`src/rtl/pc_fetch_unit.sv`:
```
// pc_fetch_unit: IF-stage program counter.
// It handles stall, branch/jump redirect, a circular return-address stack,
// halt/resume control and a sticky watch-address flag for board debug.
module pc_fetch_unit #(
    parameter int unsigned      WIDTH      = 32,
    parameter int unsigned      STEP       = 4,
    parameter logic [WIDTH-1:0] RESET_VEC  = '0,
    parameter int unsigned      RAS_DEPTH  = 4,
    parameter logic [WIDTH-1:0] WATCH_ADDR = WIDTH'(32'h10)
) (
    input  logic             clk,
    input  logic             reset,
    input  logic             StallF,
    input  logic             BranchE,
    input  logic [WIDTH-1:0] BranchTargetE,
    input  logic             CallE,
    input  logic [WIDTH-1:0] RetAddrE,
    input  logic             RetE,
    input  logic             Halt,
    input  logic             Resume,
    output logic [WIDTH-1:0] q,
    output logic             ValidF,
    output logic [1:0]       State,
    output logic             RasEmpty,
    output logic             RasFull,
    output logic             RasOverflow,
    output logic             RasUnderflow,
    output logic             WatchHit
);

    localparam int unsigned PTR_W = $clog2(RAS_DEPTH);
    localparam int unsigned CNT_W = $clog2(RAS_DEPTH + 1);
    localparam logic [CNT_W-1:0] CNT_FULL = CNT_W'(RAS_DEPTH);

    typedef enum logic [1:0] {
        BOOT = 2'b00,
        RUN  = 2'b01,
        HALT = 2'b10
    } state_t;

    state_t           state_q;
    state_t           state_d;
    logic [WIDTH-1:0] q_d;
    logic             push;
    logic             pop;
    logic             underflow_set;
    logic             watch_set;

    logic [WIDTH-1:0] ras_mem [RAS_DEPTH];
    logic [PTR_W-1:0] wr_ptr;
    logic [CNT_W-1:0] ras_cnt;
    logic [WIDTH-1:0] ras_top;
    logic             ras_empty_c;
    logic             ras_full_c;

    // The stack top is the most recent write, one slot below the write pointer.
    assign ras_top     = ras_mem[wr_ptr - PTR_W'(1)];
    assign ras_empty_c = (ras_cnt == '0);
    assign ras_full_c  = (ras_cnt == CNT_FULL);

    assign ValidF   = (state_q == RUN);
    assign State    = state_q;
    assign RasEmpty = ras_empty_c;
    assign RasFull  = ras_full_c;

    // Hold the control-state register.
    always_ff @(posedge clk or posedge reset) begin
        if (reset) begin
            state_q <= BOOT;
        end else begin
            state_q <= state_d;
        end
    end

    // Compute the next state, the next PC and the stack operations.
    // The priority order is branch, then return, then stall, then increment.
    always_comb begin
        state_d       = state_q;
        q_d           = q;
        push          = 1'b0;
        pop           = 1'b0;
        underflow_set = 1'b0;
        unique case (state_q)
            BOOT: begin
                state_d = RUN;
            end
            RUN: begin
                if (BranchE) begin
                    q_d  = BranchTargetE;
                    push = CallE;
                end else if (RetE && !ras_empty_c) begin
                    q_d = ras_top;
                    pop = 1'b1;
                end else begin
                    underflow_set = RetE;
                    if (!StallF) begin
                        q_d = q + WIDTH'(STEP);
                    end
                end
                if (Halt) begin
                    state_d = HALT;
                end
            end
            HALT: begin
                if (Resume) begin
                    state_d = RUN;
                end
            end
            default: begin
                state_d = BOOT;
            end
        endcase
        watch_set = (state_q == RUN) && (q_d == WATCH_ADDR);
    end

    // Hold the PC register and the sticky watch and underflow flags.
    always_ff @(posedge clk or posedge reset) begin
        if (reset) begin
            q            <= RESET_VEC;
            WatchHit     <= 1'b0;
            RasUnderflow <= 1'b0;
        end else begin
            q <= q_d;
            if (watch_set) begin
                WatchHit <= 1'b1;
            end
            if (underflow_set) begin
                RasUnderflow <= 1'b1;
            end
        end
    end

    // Circular return stack: a push while full overwrites the oldest entry.
    always_ff @(posedge clk or posedge reset) begin
        if (reset) begin
            ras_mem     <= '{default: '0};
            wr_ptr      <= '0;
            ras_cnt     <= '0;
            RasOverflow <= 1'b0;
        end else if (push) begin
            ras_mem[wr_ptr] <= RetAddrE;
            wr_ptr          <= wr_ptr + PTR_W'(1);
            if (ras_full_c) begin
                RasOverflow <= 1'b1;
            end else begin
                ras_cnt <= ras_cnt + CNT_W'(1);
            end
        end else if (pop) begin
            wr_ptr  <= wr_ptr - PTR_W'(1);
            ras_cnt <= ras_cnt - CNT_W'(1);
        end
    end

endmodule

```
`config.mk`:
```
export PLATFORM = sky130hd
export DESIGN_NAME = pc_fetch_unit
export DESIGN_NICKNAME = d
export VERILOG_FILES = /design/src/rtl/pc_fetch_unit.sv
export SDC_FILE = /design/constraint.sdc
export NUM_CORES = 1
export LEC_CHECK = 0
export CAP_MARGIN = 0
export CORE_UTILIZATION = 54
export CTS_CLUSTER_SIZE = 16
export DETAILED_ROUTE_END_ITERATION = 10
export HOLD_SLACK_MARGIN = 0.15
export MAX_ROUTING_LAYER = met4
export PLACE_DENSITY_LB_ADDON = 0.1
export SLEW_MARGIN = 30
export SYNTH_ARGS = -nofsm -noshare
export SYNTH_HDL_FRONTEND = slang
export SYNTH_SLANG_ARGS = --single-unit
```
`constraint.sdc`:
```
create_clock -name clk -period 18 [get_ports clk]
set_clock_uncertainty 0.2 [all_clocks]
set_input_delay 3.6 -clock clk [delete_from_list [all_inputs] [get_ports clk]]
set_output_delay 3.6 -clock clk [all_outputs]
set_load 0.005 [all_outputs]
```
==> impl_summary.log <==
[metrics] CTS max path bufs: 2
[metrics] fraction of registers with async set/reset: 100%
[metrics] clock power share: between 10% and 20%
[metrics] leakage power: between 0.004 and 0.005 uW
[metrics] number of buffers inserted for hold repair after clock tree synthesis: 0
[metrics] P_sw: between 700 and 800 uW
[metrics] switching share of power: about 36%
[metrics] Mapped Area: 8530 um2
[metrics] arrival time reported for the critical path endpoint: about 7 ns
[metrics] DR vias: around 6.2k
[metrics] Hold/Removal Path Class: reg2reg
[metrics] transition at the pin with the smallest max-transition slack: between 0.9 and 1 ns
[metrics] Worst-path clk slew: ~0.070 ns
[metrics] overall die area: roughly 16,000 um2
[metrics] First DRT Iteration DRCs: approximately 640
[metrics] Row Count: 45
[metrics] height of the die: 128 um
[metrics] power density over cell area: 186 nW/um2
[metrics] buffers inserted by post-CTS timing repair: 0
[metrics] sequential area share after synthesis: between 40% and 50%
[metrics] net count of the finished layout: about 850
[metrics] layout filler cell count: around 1.2k
[metrics] chip width: 128 um
[metrics] residual antenna-violating net count after detailed routing: 0
[metrics] 1st-pass router iterations: 8
[metrics] kind of start point of the critical path: primary input
[metrics] Flop pwr share: between 30% and 40%
[metrics] drt drc: 0
[metrics] number of cells produced by synthesis: between 600 and 700
[metrics] Routability Congestion: 0.959
[metrics] primary flip-flop cell chosen by synthesis mapping: sky130_fd_sc_hd__dfrtp_1
[metrics] Synth cell types: between 60 and 70
[metrics] combinational share of power: roughly 43%
[metrics] number of buffers created by CTS: 17
[metrics] TritonCTS clock tree: yes
[metrics] startpoint of the most critical register-to-register path: wr_ptr[0]
[metrics] core outline area: 15,300 um2
[metrics] shortest clock period the worst path allows after layout: 7.01 ns
[metrics] post-route fraction of the period consumed by the critical path: ~39%
[metrics] worst ir drop on vdd: between 0.1 and 0.15 mV
[metrics] Avg WL per Cell: roughly 23 um
[metrics] relative area change from synthesis to final layout: 22.3%
[metrics] path type of the worst setup path: in2reg
[metrics] FF+latch count, synth: 170
[metrics] fraction of final layout cells sized beyond drive strength 1: between 20% and 30%
[metrics] largest fanout on the critical path: 45
[metrics] normalized max-slew margin: 34.9%
[metrics] post-cts repair resize count: 0
[metrics] top-level I/O count: between 100 and 150
[metrics] aggregate global-route resource usage: a little under a third
[metrics] hpwl dp: approximately 15,000 um
[metrics] number of antenna violations at the first check in global routing: 0
[metrics] average cell area after synthesis: 12.7 um2
[metrics] result of the run: finished clean
[metrics] H-Tree Depth: 4
[metrics] number of antenna diodes: 0
[metrics] crit path launch: BranchE
[metrics] Synth Net Count: between 700 and 800
[metrics] required time of the worst setup path: around 18 ns
[metrics] internal cell power: roughly 1200 uW
[metrics] via/cell ratio: 6.30
[metrics] clock insertion delay at the later pin of the skew report: 0.44 ns
[metrics] Clock Tree Root: sky130_fd_sc_hd__clkbuf_16
[metrics] fraction of the core area covered by cells at the end of the flow: between 60% and 70%
[metrics] setup TNS: 0 ns
[metrics] number of global-route vias before repair: between 6k and 7k
[metrics] grt total ovfl: 0
[metrics] DRT Wirelength: around 23,000 um
[metrics] clock sink count: 170
[metrics] endpoint type of the worst setup path: flop
[metrics] hold violation total from the final report: 0
[metrics] Final Max Slew Viols: 0
[metrics] Post-synth EDFFs: 0
[metrics] pin count of the biggest net entering global routing: 96
[metrics] startpoint of the lowest-slack hold path: RasOverflow
[metrics] number of endpoints failing setup at the final stage: 0
[metrics] f_max: around 0.14 GHz
[metrics] wire length of the first global-routing pass: between 30,000 and 40,000 um
[metrics] yosys synthesis warning count: 0
[metrics] RSZ-0062 raised after global routing: false
[metrics] number of max-capacitance violations reported: 0
[metrics] starting density of the core: 55.7%
[metrics] Port-buffer cells: 111
==> worst paths after layout <==
check	slack, ns	to	depth (start not counted)
worst max-delay path	10.99	WatchHit	8
min in group asynchronous	3.44	ras_mem[36]	2
worst min register to register	0.27	RasOverflow	1
worst max register to register	13.35	WatchHit	10
worst min-delay path	0.27	RasOverflow	1
max in group asynchronous	12.87	ras_mem[22]	3
==> per-stage QoR <==
step                      total power (uW)  setup WS (ns)  std cells  hold WS, ns  instance area [um2]
after floorplan                       1240           9.60        672        0.251                 8530
after global placement                1520          10.61        960        0.240                 9800
after detailed placement              1550          10.59        960        0.248                 9800
after CTS                             1940          11.05        992        0.264                10400
after global routing                  2050          10.88        992        0.287                10400
final                                 1940          10.99        992        0.272                10400
==> metal layers <==
layer,vias up,track usage [%],routed length [um]
met2,261,47.9,10700
met3,27,6.80,1720
met4,0,8.51,339
met1,3202,41.6,9880
li1,2757,-,-
met5,-,-,0
==> cells in the mapped netlist (all sizes together) (3+ instances only) <==
library cell | n | area (um2)
o211ai | 5 | 37.5
and2 | 5 | 31.3
dfrtp | 170 | 4250
or4 | 10 | 87.6
clkbuf | 18 | 68.8
inv | 13 | 48.8
nand4 | 10 | 62.6
nor2 | 30 | 113
nand3b | 3 | 26.3
o21ai | 19 | 98.8
nor3b | 3 | 22.5
mux2 | 129 | 1450
a22oi | 6 | 45.0
a211o | 4 | 35.0
a21oi | 16 | 80.1
ha | 5 | 62.6
nor3 | 13 | 65.1
nand4b | 5 | 43.8
o22ai | 6 | 37.5
and3 | 4 | 25.0
buf | 25 | 118
nor2b | 3 | 18.8
a21o | 3 | 22.5
nand3 | 18 | 90.1
o221ai | 4 | 35.0
a31oi | 8 | 50.1
mux4 | 32 | 721
nor4 | 12 | 81.3
xnor2 | 12 | 105
a221oi | 7 | 67.6
xor2 | 5 | 43.8
a32o | 3 | 30.0
nand2 | 29 | 109
or3 | 5 | 31.3
a31o | 3 | 26.3
==> kinds of logic (layout without fill, tap and decap cells) <==
family | count (synthesis) | count (layout) | synth area share [%]
mux | 163 | 163 | 25.7
buf+inv | 56 | 165 | 2.76
xor+xnor | 17 | 17 | 1.75
simple gates | 156 | 156 | 10.0
flops | 170 | 170 | 49.9
fa+ha+maj | 6 | 6 | 0.969
compound gates | 104 | 104 | 8.88
==> sequential cells by signal, indices dropped and copies added, names as in the netlist <==
signal	count
q	32
ras_mem	128
wr_ptr	2
ras_cnt	3
RasUnderflow	1
State	2
RasOverflow	1
WatchHit	1
==> power groups by stage <==
stage	logic, uW	registers (uW)	clock network [uW]
CTS	834	714	389
global route	901	743	403
finish	837	718	383
floorplan	566	674	0
detailed placement	830	721	0
global placement	815	703	0
==> worst max-delay path, stage by stage <==
cell and delay [ns]:
sky130_fd_sc_hd__clkdlybuf4s50_1 0.40, sky130_fd_sc_hd__buf_4 0.28, sky130_fd_sc_hd__or3b_2 0.57, sky130_fd_sc_hd__nor2_1 0.66
sky130_fd_sc_hd__a22oi_1 0.23, sky130_fd_sc_hd__or4_1 0.60, sky130_fd_sc_hd__or4_1 0.44, sky130_fd_sc_hd__o41ai_2 0.34
==> placed cells by master, fill, tap and decap left out, types with 3 or more instances in the layout <==
master | Yosys | routed
sky130_fd_sc_hd__dfrtp_1 | 170 | 170
sky130_fd_sc_hd__mux2_2 | 129 | 129
sky130_fd_sc_hd__clkdlybuf4s50_1 | 0 | 111
sky130_fd_sc_hd__mux4_2 | 32 | 32
sky130_fd_sc_hd__nor2_1 | 30 | 30
sky130_fd_sc_hd__nand2_1 | 29 | 25
sky130_fd_sc_hd__nand3_1 | 18 | 18
sky130_fd_sc_hd__o21ai_0 | 17 | 17
sky130_fd_sc_hd__clkbuf_16 | 0 | 17
sky130_fd_sc_hd__a21oi_1 | 16 | 16
sky130_fd_sc_hd__nor3_1 | 13 | 13
sky130_fd_sc_hd__xnor2_1 | 12 | 12
sky130_fd_sc_hd__inv_1 | 13 | 12
sky130_fd_sc_hd__nor4_1 | 11 | 11
sky130_fd_sc_hd__nand4_1 | 10 | 10
sky130_fd_sc_hd__a31oi_1 | 8 | 8
sky130_fd_sc_hd__buf_4 | 0 | 8
sky130_fd_sc_hd__a22oi_1 | 6 | 6
sky130_fd_sc_hd__o22ai_1 | 6 | 6
sky130_fd_sc_hd__a221oi_1 | 6 | 6
sky130_fd_sc_hd__or4_1 | 6 | 6
sky130_fd_sc_hd__o211ai_1 | 5 | 5
sky130_fd_sc_hd__xor2_1 | 5 | 5
sky130_fd_sc_hd__or3_1 | 5 | 5
sky130_fd_sc_hd__nand4b_1 | 5 | 5
sky130_fd_sc_hd__and2_1 | 5 | 5
sky130_fd_sc_hd__inv_8 | 0 | 5
sky130_fd_sc_hd__a211o_1 | 4 | 4
sky130_fd_sc_hd__and3_1 | 4 | 4
sky130_fd_sc_hd__o221ai_1 | 4 | 4
sky130_fd_sc_hd__inv_6 | 0 | 4
sky130_fd_sc_hd__nand2_2 | 0 | 4
sky130_fd_sc_hd__ha_1 | 5 | 4
sky130_fd_sc_hd__a32o_1 | 3 | 3
sky130_fd_sc_hd__nor3b_1 | 3 | 3
sky130_fd_sc_hd__nor2b_1 | 3 | 3
sky130_fd_sc_hd__a31o_2 | 3 | 3
sky130_fd_sc_hd__a21o_1 | 3 | 3
sky130_fd_sc_hd__or4_4 | 3 | 3
==> final cells by class <==
class                           count  area [um2]  area share, %
Clock buffer                       17         425           4.08
Multi-Input combinational cell    446        4050           38.8
Sequential cell                   170        4250           40.8
Timing Repair Buffer              120        1180           11.3
Inverter                           13        53.8          0.516
Clock inverter                     15         195           1.87
Tap cell                          211         264           2.53
Note: power is estimated with default switching activity, not from simulation.
